===== config.mk =====
export PLATFORM = sky130hd
export DESIGN_NAME = switch_capture_ctrl
export DESIGN_NICKNAME = d
export VERILOG_FILES = /design/src/rtl/switch_ctrl_pkg.sv /design/src/rtl/switch_debounce_bit.sv /design/src/rtl/switch_capture_ctrl.sv
export SDC_FILE = /design/constraint.sdc
export NUM_CORES = 1
export LEC_CHECK = 0
export ABC_AREA = 0
export CORE_MARGIN = 2
export CORE_UTILIZATION = 34
export DETAILED_ROUTE_END_ITERATION = 8
export GPL_TIMING_DRIVEN = 0
export PLACE_DENSITY = 0.54
export SKIP_CTS_REPAIR_TIMING = 1
export SLEW_MARGIN = 20
export SYNTH_ARGS = -nofsm -noshare
export SYNTH_HDL_FRONTEND = slang
export SYNTH_SLANG_ARGS = --single-unit
export TNS_END_PERCENT = 30

===== constraint.sdc =====
create_clock -name clk -period 1.8 [get_ports clk]
set_input_delay 0.54 -clock clk [delete_from_list [all_inputs] [get_ports clk]]
set_output_delay 0.54 -clock clk [all_outputs]
set_load 0.005 [all_outputs]

===== src/rtl/switch_ctrl_pkg.sv =====
// switch_ctrl_pkg: register addresses and edge-mode encodings for switch_capture_ctrl
package switch_ctrl_pkg;
    typedef enum logic [1:0] {
        ADDR_DATA = 2'd0,
        ADDR_MASK = 2'd1,
        ADDR_MODE = 2'd2,
        ADDR_EDGE = 2'd3
    } addr_e;
    localparam logic EDGE_RISE = 1'b0;
    localparam logic EDGE_FALL = 1'b1;
endpackage


===== src/rtl/switch_debounce_bit.sv =====
// switch_debounce_bit: two-flop synchroniser plus 3-sample tick debouncer for one switch,
// with rise/fall strobes valid in the cycle the stable level changes.
module switch_debounce_bit (
    input  logic clk,
    input  logic reset_n,
    input  logic tick,
    input  logic raw,
    output logic stable,
    output logic rise,
    output logic fall
);
    logic s1, s2, stable_next;
    logic [1:0] hist;
    always_comb stable_next = (tick && hist[1] == hist[0] && hist[0] == s2) ? s2 : stable;
    assign rise = stable_next & ~stable;
    assign fall = ~stable_next & stable;
    always_ff @(posedge clk or negedge reset_n) begin
        if (!reset_n) begin
            s1     <= 1'b0;
            s2     <= 1'b0;
            hist   <= 2'b00;
            stable <= 1'b0;
        end else begin
            s1     <= raw;
            s2     <= s1;
            hist   <= tick ? {hist[0], s2} : hist;
            stable <= stable_next;
        end
    end
endmodule


===== src/rtl/switch_capture_ctrl.sv =====
// switch_capture_ctrl: Avalon-MM slave that debounces a switch bank and edge-captures it
// into maskable write-1-to-clear registers driving a level irq (readLatency = 1).
module switch_capture_ctrl
    import switch_ctrl_pkg::*;
#(
    parameter int WIDTH       = 18,
    parameter int TICK_CYCLES = 50000,
    parameter int TICK_W      = 16
) (
    input  logic             clk,
    input  logic             reset_n,
    input  logic [1:0]       address,
    input  logic             chipselect,
    input  logic             write_n,
    input  logic [31:0]      writedata,
    output logic [31:0]      readdata,
    output logic             irq,
    input  logic [WIDTH-1:0] in_port
);
    logic [TICK_W-1:0] count;
    logic tick, wr, unused_wdata;
    logic [WIDTH-1:0] stable, rise, fall, ev, mask, mode, edge_cap;
    logic [WIDTH-1:0] wdata, clr, mask_next, mode_next, edge_cap_next, sel;
    assign tick = count == TICK_W'(TICK_CYCLES - 1);
    assign wr = chipselect & ~write_n;
    assign wdata = writedata[WIDTH-1:0];
    assign unused_wdata = ^writedata;
    for (genvar i = 0; i < WIDTH; i++) begin : g_bit
        switch_debounce_bit u_bit (
            .clk    (clk),
            .reset_n(reset_n),
            .tick   (tick),
            .raw    (in_port[i]),
            .stable (stable[i]),
            .rise   (rise[i]),
            .fall   (fall[i])
        );
    end
    // ev uses the registered mode, so a same-cycle MODE write applies only to later events
    assign ev = (rise & (mode ~^ {WIDTH{EDGE_RISE}})) | (fall & (mode ~^ {WIDTH{EDGE_FALL}}));
    assign mask_next = (wr && address == ADDR_MASK) ? wdata : mask;
    assign mode_next = (wr && address == ADDR_MODE) ? wdata : mode;
    assign clr = (wr && address == ADDR_EDGE) ? wdata : '0;
    assign edge_cap_next = (edge_cap & ~clr) | ev;
    assign sel = address == ADDR_DATA ? stable :
                 address == ADDR_MASK ? mask :
                 address == ADDR_MODE ? mode : edge_cap;
    always_ff @(posedge clk or negedge reset_n) begin
        if (!reset_n) begin
            count    <= '0;
            mask     <= '0;
            mode     <= '0;
            edge_cap <= '0;
            irq      <= 1'b0;
            readdata <= '0;
        end else begin
            count    <= tick ? '0 : count + 1'b1;
            mask     <= mask_next;
            mode     <= mode_next;
            edge_cap <= edge_cap_next;
            irq      <= |(edge_cap_next & mask_next);
            readdata <= 32'(sel);
        end
    end
endmodule


# Word-level counts from Yosys, hierarchy flattened
# Cells that the tools add are included.
[totals]
mem_count = 0
latchBits = 0
inputBits = 56
rom_bits = 0
word_cells = 266
mem_bits_rw = 0
output_inout_bits = 33
ff_bits = 179
[op_classes]
add_sub_neg = 1
mux = 24
n_lt_le_gt_ge = 0
n_mul = 0
shift = 0
reduce_logical = 41
n_bitwise = 82
n_div = 0
n_eq_ne = 40
[ops]
columns = ["op", "n"]
rows = [
  ["18-bit two-way mux", 5],
  ["18-bit bitwise AND", 4],
  ["1-bit logical AND", 39],
  ["1-bit bitwise AND", 37],
  ["1-bit NOT", 37],
  ["1-bit == test", 36],
  ["18-bit NOT", 2],
  ["18-bit OR", 2],
  ["1-bit two-way mux", 18],
  ["18-bit OR reduction", 1],
  ["16-bit by 1-bit adder with 16-bit output (second input constant)", 1],
  ["16-bit == test (second input constant)", 1],
  ["16-bit two-way mux", 1],
  ["2-bit == test (second input constant)", 2],
  ["2-bit by 1-bit == test with 1-bit output (second input constant)", 1],
  ["2-bit logical NOT", 1],
]

# Logic depth before layout (Yosys ltp)
[depth]
depth_word = 11
ltp_mapped = 9
ltp_nobuf = 7

# Hierarchy
# A second synthesis with hierarchy kept.
[hier_totals]
hier_cells = 547
area_unflattened_um2 = 7749.9
[by_module_without_submodules]
columns = ["module", "cells_each", "seq_area_each_um2", "area_per_inst_um2", "instances"]
rows = [
  ["switch_capture_ctrl", 295, 2227.1, 4056.4, 1],
  ["switch_debounce_bit", 14, 125.1, 205.2, 18],
]

# Worst setup path after synthesis
# OpenSTA, ideal clock, no wires.
[synth_timing]
path_type = "input to register"
startpoint = "in write_n"
endpoint = "reg irq"
path_stages = 7
t_arrival_ps = 1959
required_ps = 1669
slack_ps = -290
setup_ps = 131
n_path_buf = 2
cell_sequence = "and4bb_1 > buf_6 > buf_6 > mux2_2 > a22oi_1 > nand2_1 > or3_1"
[synth_between]
word_cells_on_any_way = 11
classes_between = "2 x mux; 6 x bitwise; 3 x reduce/logical"
[synth_lines]
columns = ["element", "line_no", "text"]
rows = [
  ["start: declaration", "switch_capture_ctrl.sv:14", "input logic write_n,"],
  ["1-bit NOT", "switch_capture_ctrl.sv:25", "assign wr = chipselect & ~write_n;"],
  ["1-bit bitwise AND", "switch_capture_ctrl.sv:25", ""],
  ["1-bit logical AND", "switch_capture_ctrl.sv:41", "assign mask_next = (wr && address == ADDR_MASK) ? wdata : mask;"],
  ["18-bit two-way mux", "switch_capture_ctrl.sv:41", ""],
  ["named net mask_next[12]", "switch_capture_ctrl.sv:23", "logic [WIDTH-1:0] wdata, clr, mask_next, mode_next, edge_cap_next, sel;"],
  ["18-bit bitwise AND", "switch_capture_ctrl.sv:61", "irq <= |(edge_cap_next & mask_next);"],
  ["18-bit OR reduction", "switch_capture_ctrl.sv:61", ""],
  ["end signal: assignment", "switch_capture_ctrl.sv:61", ""],
  ["end: declaration", "switch_capture_ctrl.sv:17", "output logic irq,"],
]
# The timed path passes the listed nets, and every way through them passes these cells.
# A chain may end at the register's enable or synchronous reset.

# Worst setup path after layout
[layout_timing]
startpoint = "reg count[7]"
endpoint = "reg g_bit[10].u_bit.hist[0]"
[layout_between]
elab_chain_cells = 1
[layout_lines]
columns = ["element", "line_no", "text"]
rows = [
  ["start: declaration", "switch_capture_ctrl.sv:20", "logic [TICK_W-1:0] count;"],
  ["start signal: assignment", "switch_capture_ctrl.sv:57", "count <= tick ? '0 : count + 1'b1;"],
  ["16-bit == test", "switch_capture_ctrl.sv:24", "assign tick = count == TICK_W'(TICK_CYCLES - 1);"],
  ["end signal: assignment", "switch_debounce_bit.sv:26", "hist <= tick ? {hist[0], s2} : hist;"],
  ["end: declaration", "switch_debounce_bit.sv:13", "logic [1:0] hist;"],
]
# Every way passes these cells.

==> impl_results.md <==
- Run status: complete, but fails checks
- Failing checks: setup timing
- Wire length of the first global-routing pass: about 29000 um
- Maximum clock rate: approximately 0.46 GHz
- Most used routing layer: met2
- Antenna viol nets, final: 0
- Placeable core region: ~22000 um2
- Mean routed wirelength per cell: 18.9 um
- Clock input transition at the sequential cells of the worst setup and hold paths: roughly 0.070 ns
- DP Area: approximately 8600 um2
- CP endpoint: g_bit[10].u_bit.hist[0]
- Final wirelength: 19300 um
- Transition time of the tightest slew-check pin: about 0.7 ns
- Class of the tightest hold or removal check: input pin to async pin
- Total number of vias: approximately 5300
- Most frequently used cell type in the post-synthesis netlist: sky130_fd_sc_hd__dfrtp_1
- Startpoint type of the worst setup path: register
- Worst supply voltage drop on vdd: approximately 560 uV
- Die ar.: approximately 23000 um2
- Number of buffers inserted during clock tree synthesis: 17
- Clock latency at the later pin of the worst-skew pair: between 0.4 and 0.5 ns
- Met1 Usage GRT: a little under a quarter
- Final hold slack: just under 0.1 ns
- Area share of the largest cell type after synthesis: 59.5%
- Share of post-route cells with drive strength above 1: between 20 and 30%
- Via count of the first global-routing pass: 5391
- Count of final hold-check violations: 0
- Origin of the worst setup path: count[7]
- Final slew viol count: 0
- Final setup violation count: 65
- Dominant cells by area after synthesis: sky130_fd_sc_hd__dfrtp_1, sky130_fd_sc_hd__nand2_1, sky130_fd_sc_hd__mux2_2, sky130_fd_sc_hd__mux4_2, sky130_fd_sc_hd__mux2i_1
- Pre-CTS setup slack: -1.19 ns
- Filler cells: slightly below 2000
- Met2 layer usage reported by global route: around a quarter
- Reg2Reg Launch Point: count[7]
- Layout-stage area growth over the synthesis result: 30.8%
- Cell-internal power: a little under 7 mW
- Worst flop-to-flop path endpoint: g_bit[10].u_bit.hist[0]
- Maximum fanout along the worst path: 7
- Cell at the root of the clock tree: sky130_fd_sc_hd__clkbuf_16
- CTS HTree Levels: 4
- Clock Sink Count: ~180
- Count of TritonRoute iterations in the first routing pass: 5
- Net switching fraction of the power: between 20% and 30%
- Total number of yosys warnings: 0
- Req. time, crit path: between 2 and 2.5 ns
- Worst reg-to-reg setup slack: -0.39 ns
- Violation count after the first detailed-route iteration: 380
- Final core utilization: 45.2%
- Synthesized area per cell: about 12 um2
- Power Density: between 900 and 1000 nW/um2
- Post-synthesis sequential area ratio: around three fifths
- Number of enable-type register cells in the synthesized netlist: 0
- Register-to-Register Path Depth: 10
- Number of remaining DRC errors: 0
- Via/cell ratio: 5.18
- Clock tree from TritonCTS: yes
- Final weighted congestion of routability-driven global placement: between 0.7 and 0.8
- Number of unique standard cell types used by synthesis: 37
- Cell area after layout: 9840 um2
- Final net count: 784
- Total Neg Setup Slack: -17.51 ns
- Top post-synthesis cells by count: sky130_fd_sc_hd__dfrtp_1, sky130_fd_sc_hd__nand2_1, sky130_fd_sc_hd__mux2_2
- Number of flip-flops and latches in the synthesized netlist: around 180
- HPWL after detailed placement: around 12000 um
- Critical path capture point type: register
- Final Skew: around 0.011 ns
- Maximum number of pins on one net before global-route repair: just over 90
- Post-synth ARST share: 100%
- Power dissipated by switching net loads: approximately 2.1 mW
- IO Port Bufs: 60
- Static leakage power: 4.64 nW
- Post-synth design cell area: 7530 um2
- Total track usage: 16.3%
- Row count: 54
- Clock power frac: between 40% and 50%
- Starting density of the core: around 35%
- Library cell occupying the most area in the post-synthesis netlist: sky130_fd_sc_hd__dfrtp_1
- Initial antenna violation count: 0
- Max-cap violation count: 0
- CP arrival: 2.56 ns
- Die extent in x: 153 um
- Shortest period the worst path allows: 2.19 ns
- Remaining Overflow, GRT: 0
- Routing usage on met3: 3.30%
- Flip-flop cell with the highest count after synthesis: sky130_fd_sc_hd__dfrtp_1
- Die height: approximately 150 um
- Setup repair after global routing missed its margin: true
- Syn Inst Count: between 600 and 700
- Category of the critical setup timing path: register to register
- Number of top-level design ports: 89
- Logic gate share of total power: under 10%
- Post-layout worst setup margin: -0.393 ns
- Tightest slew margin relative to the limit: between 50% and 60%
- Ratio of final minimum period to clock period: 122%
- Maximum clock insertion buffer count: 2
- Sequential power share: 49.8%
==> critical path: stages (launching register included) <==
cell and delay [ns]:
sky130_fd_sc_hd__dfrtp_2 0.44, sky130_fd_sc_hd__nor4b_4 0.32, sky130_fd_sc_hd__nor4bb_4 0.41, sky130_fd_sc_hd__buf_6 0.21, sky130_fd_sc_hd__buf_4 0.14, sky130_fd_sc_hd__buf_12 0.12
sky130_fd_sc_hd__buf_8 0.13, sky130_fd_sc_hd__buf_4 0.12, sky130_fd_sc_hd__clkbuf_16 0.14, sky130_fd_sc_hd__nand2_1 0.06, sky130_fd_sc_hd__nand2_1 0.06
==> how the worst min path moves through the flow <==
| stage | startpoint | end | slack, ns | depth (start not counted) |
|---|---|---|---|---|
| floorplan | reset_n | count[0] | 0.24 | 0 |
| global placement | g_bit[0].u_bit.s1 | g_bit[0].u_bit.s2 | 0.33 | 0 |
| detailed placement | g_bit[12].u_bit.s1 | g_bit[12].u_bit.s2 | 0.34 | 0 |
| CTS | reset_n | g_bit[17].u_bit.s1 | 0.13 | 1 |
| global route | reset_n | g_bit[0].u_bit.hist[1] | 0.15 | 1 |
| finish | reset_n | g_bit[0].u_bit.hist[1] | 0.1 | 1 |
==> registers in the layout, summed over array words and instances (netlist names) <==
| name | cells |
|---|---|
| edge_cap | 18 |
| g_bit.u_bit.s1 | 18 |
| mode | 18 |
| g_bit.u_bit.s2 | 18 |
| count | 16 |
| readdata | 18 |
| g_bit.u_bit.hist | 36 |
| irq | 1 |
| g_bit.u_bit.stable | 18 |
| mask | 18 |
==> metrics by stage <==
step | cells | power (mW)
after global placement | 963 | 5.34
after CTS | 996 | 9.07
after global routing | 1020 | 9.37
final | 1021 | 9.00
after detailed placement | 964 | 5.37
after floorplan | 623 | 4.92
==> power groups by stage <==
stage	sequential (mW)	clock, mW	combinational (mW)
6_report	4.48	3.68	0.833
5_1_grt	4.52	3.95	0.895
4_1_cts	4.48	3.77	0.819
3_5_place_dp	4.56	0	0.815
3_3_place_gp	4.55	0	0.793
2_1_floorplan	4.52	0	0.405
==> cell type report <==
class / instances / area [um2] / area share (%)
buffer: 38 / 412 / 4.18
sequential: 179 / 4480 / 45.5
multi-input combinational: 404 / 3030 / 30.8
antenna: 1 / 2.50 / 0.0254
tap: 280 / 350 / 3.56
timing repair buffer: 85 / 975 / 9.90
inverter: 2 / 7.51 / 0.0763
clock buffer: 18 / 429 / 4.36
clock inverter: 14 / 153 / 1.55
==> routing by layer <==
layer,vias to the layer above,routed length [um],share of wire [%]
li1,2391,-,-
met4,0,219,1.1
met1,2699,8720,45
met3,19,1090,5.6
met2,181,9270,48
met5,-,0,0
==> layout by cell type, fill, tap and decap left out, types with 3 or more instances in the layout <==
cell type	Yosys	final
sky130_fd_sc_hd__clkbuf_16	0	21
sky130_fd_sc_hd__mux2_4	0	12
sky130_fd_sc_hd__clkdlybuf4s50_1	0	36
sky130_fd_sc_hd__nand3_1	7	6
sky130_fd_sc_hd__xor2_1	7	7
sky130_fd_sc_hd__and3_1	3	3
sky130_fd_sc_hd__buf_8	0	3
sky130_fd_sc_hd__mux4_2	18	18
sky130_fd_sc_hd__xnor2_1	6	6
sky130_fd_sc_hd__dfrtp_1	179	176
sky130_fd_sc_hd__nand2_1	131	131
sky130_fd_sc_hd__buf_12	0	12
sky130_fd_sc_hd__buf_4	17	31
sky130_fd_sc_hd__a22oi_2	1	9
sky130_fd_sc_hd__clkinvlp_4	0	4
sky130_fd_sc_hd__a21oi_1	19	19
sky130_fd_sc_hd__inv_6	0	5
sky130_fd_sc_hd__or3_1	21	20
sky130_fd_sc_hd__a22o_1	18	16
sky130_fd_sc_hd__nand4_1	3	3
sky130_fd_sc_hd__conb_1	1	14
sky130_fd_sc_hd__nand4b_1	18	18
sky130_fd_sc_hd__dfrtp_2	0	3
sky130_fd_sc_hd__buf_2	12	6
sky130_fd_sc_hd__nor2_1	28	28
sky130_fd_sc_hd__mux2_2	36	24
sky130_fd_sc_hd__mux2i_1	18	18
sky130_fd_sc_hd__a31oi_1	18	18
sky130_fd_sc_hd__or4b_2	18	18
sky130_fd_sc_hd__dlymetal6s2s_1	0	23
sky130_fd_sc_hd__buf_6	3	4
==> logic make-up after synthesis <==
| family | count (synthesis) | synth area share (%) |
|---|---|---|
| AO/OA/AOI/OAI | 65 | 5.89 |
| XOR/XNOR | 13 | 1.51 |
| adder cells (fa/ha/maj) | 1 | 0.166 |
| buffers and inverters | 40 | 3.34 |
| flip-flops | 179 | 59.5 |
| multiplexers | 72 | 13.2 |
| other | 1 | 0.0498 |
| AND/OR/NAND/NOR | 239 | 16.4 |
Power figures use the tool's default switching activity.
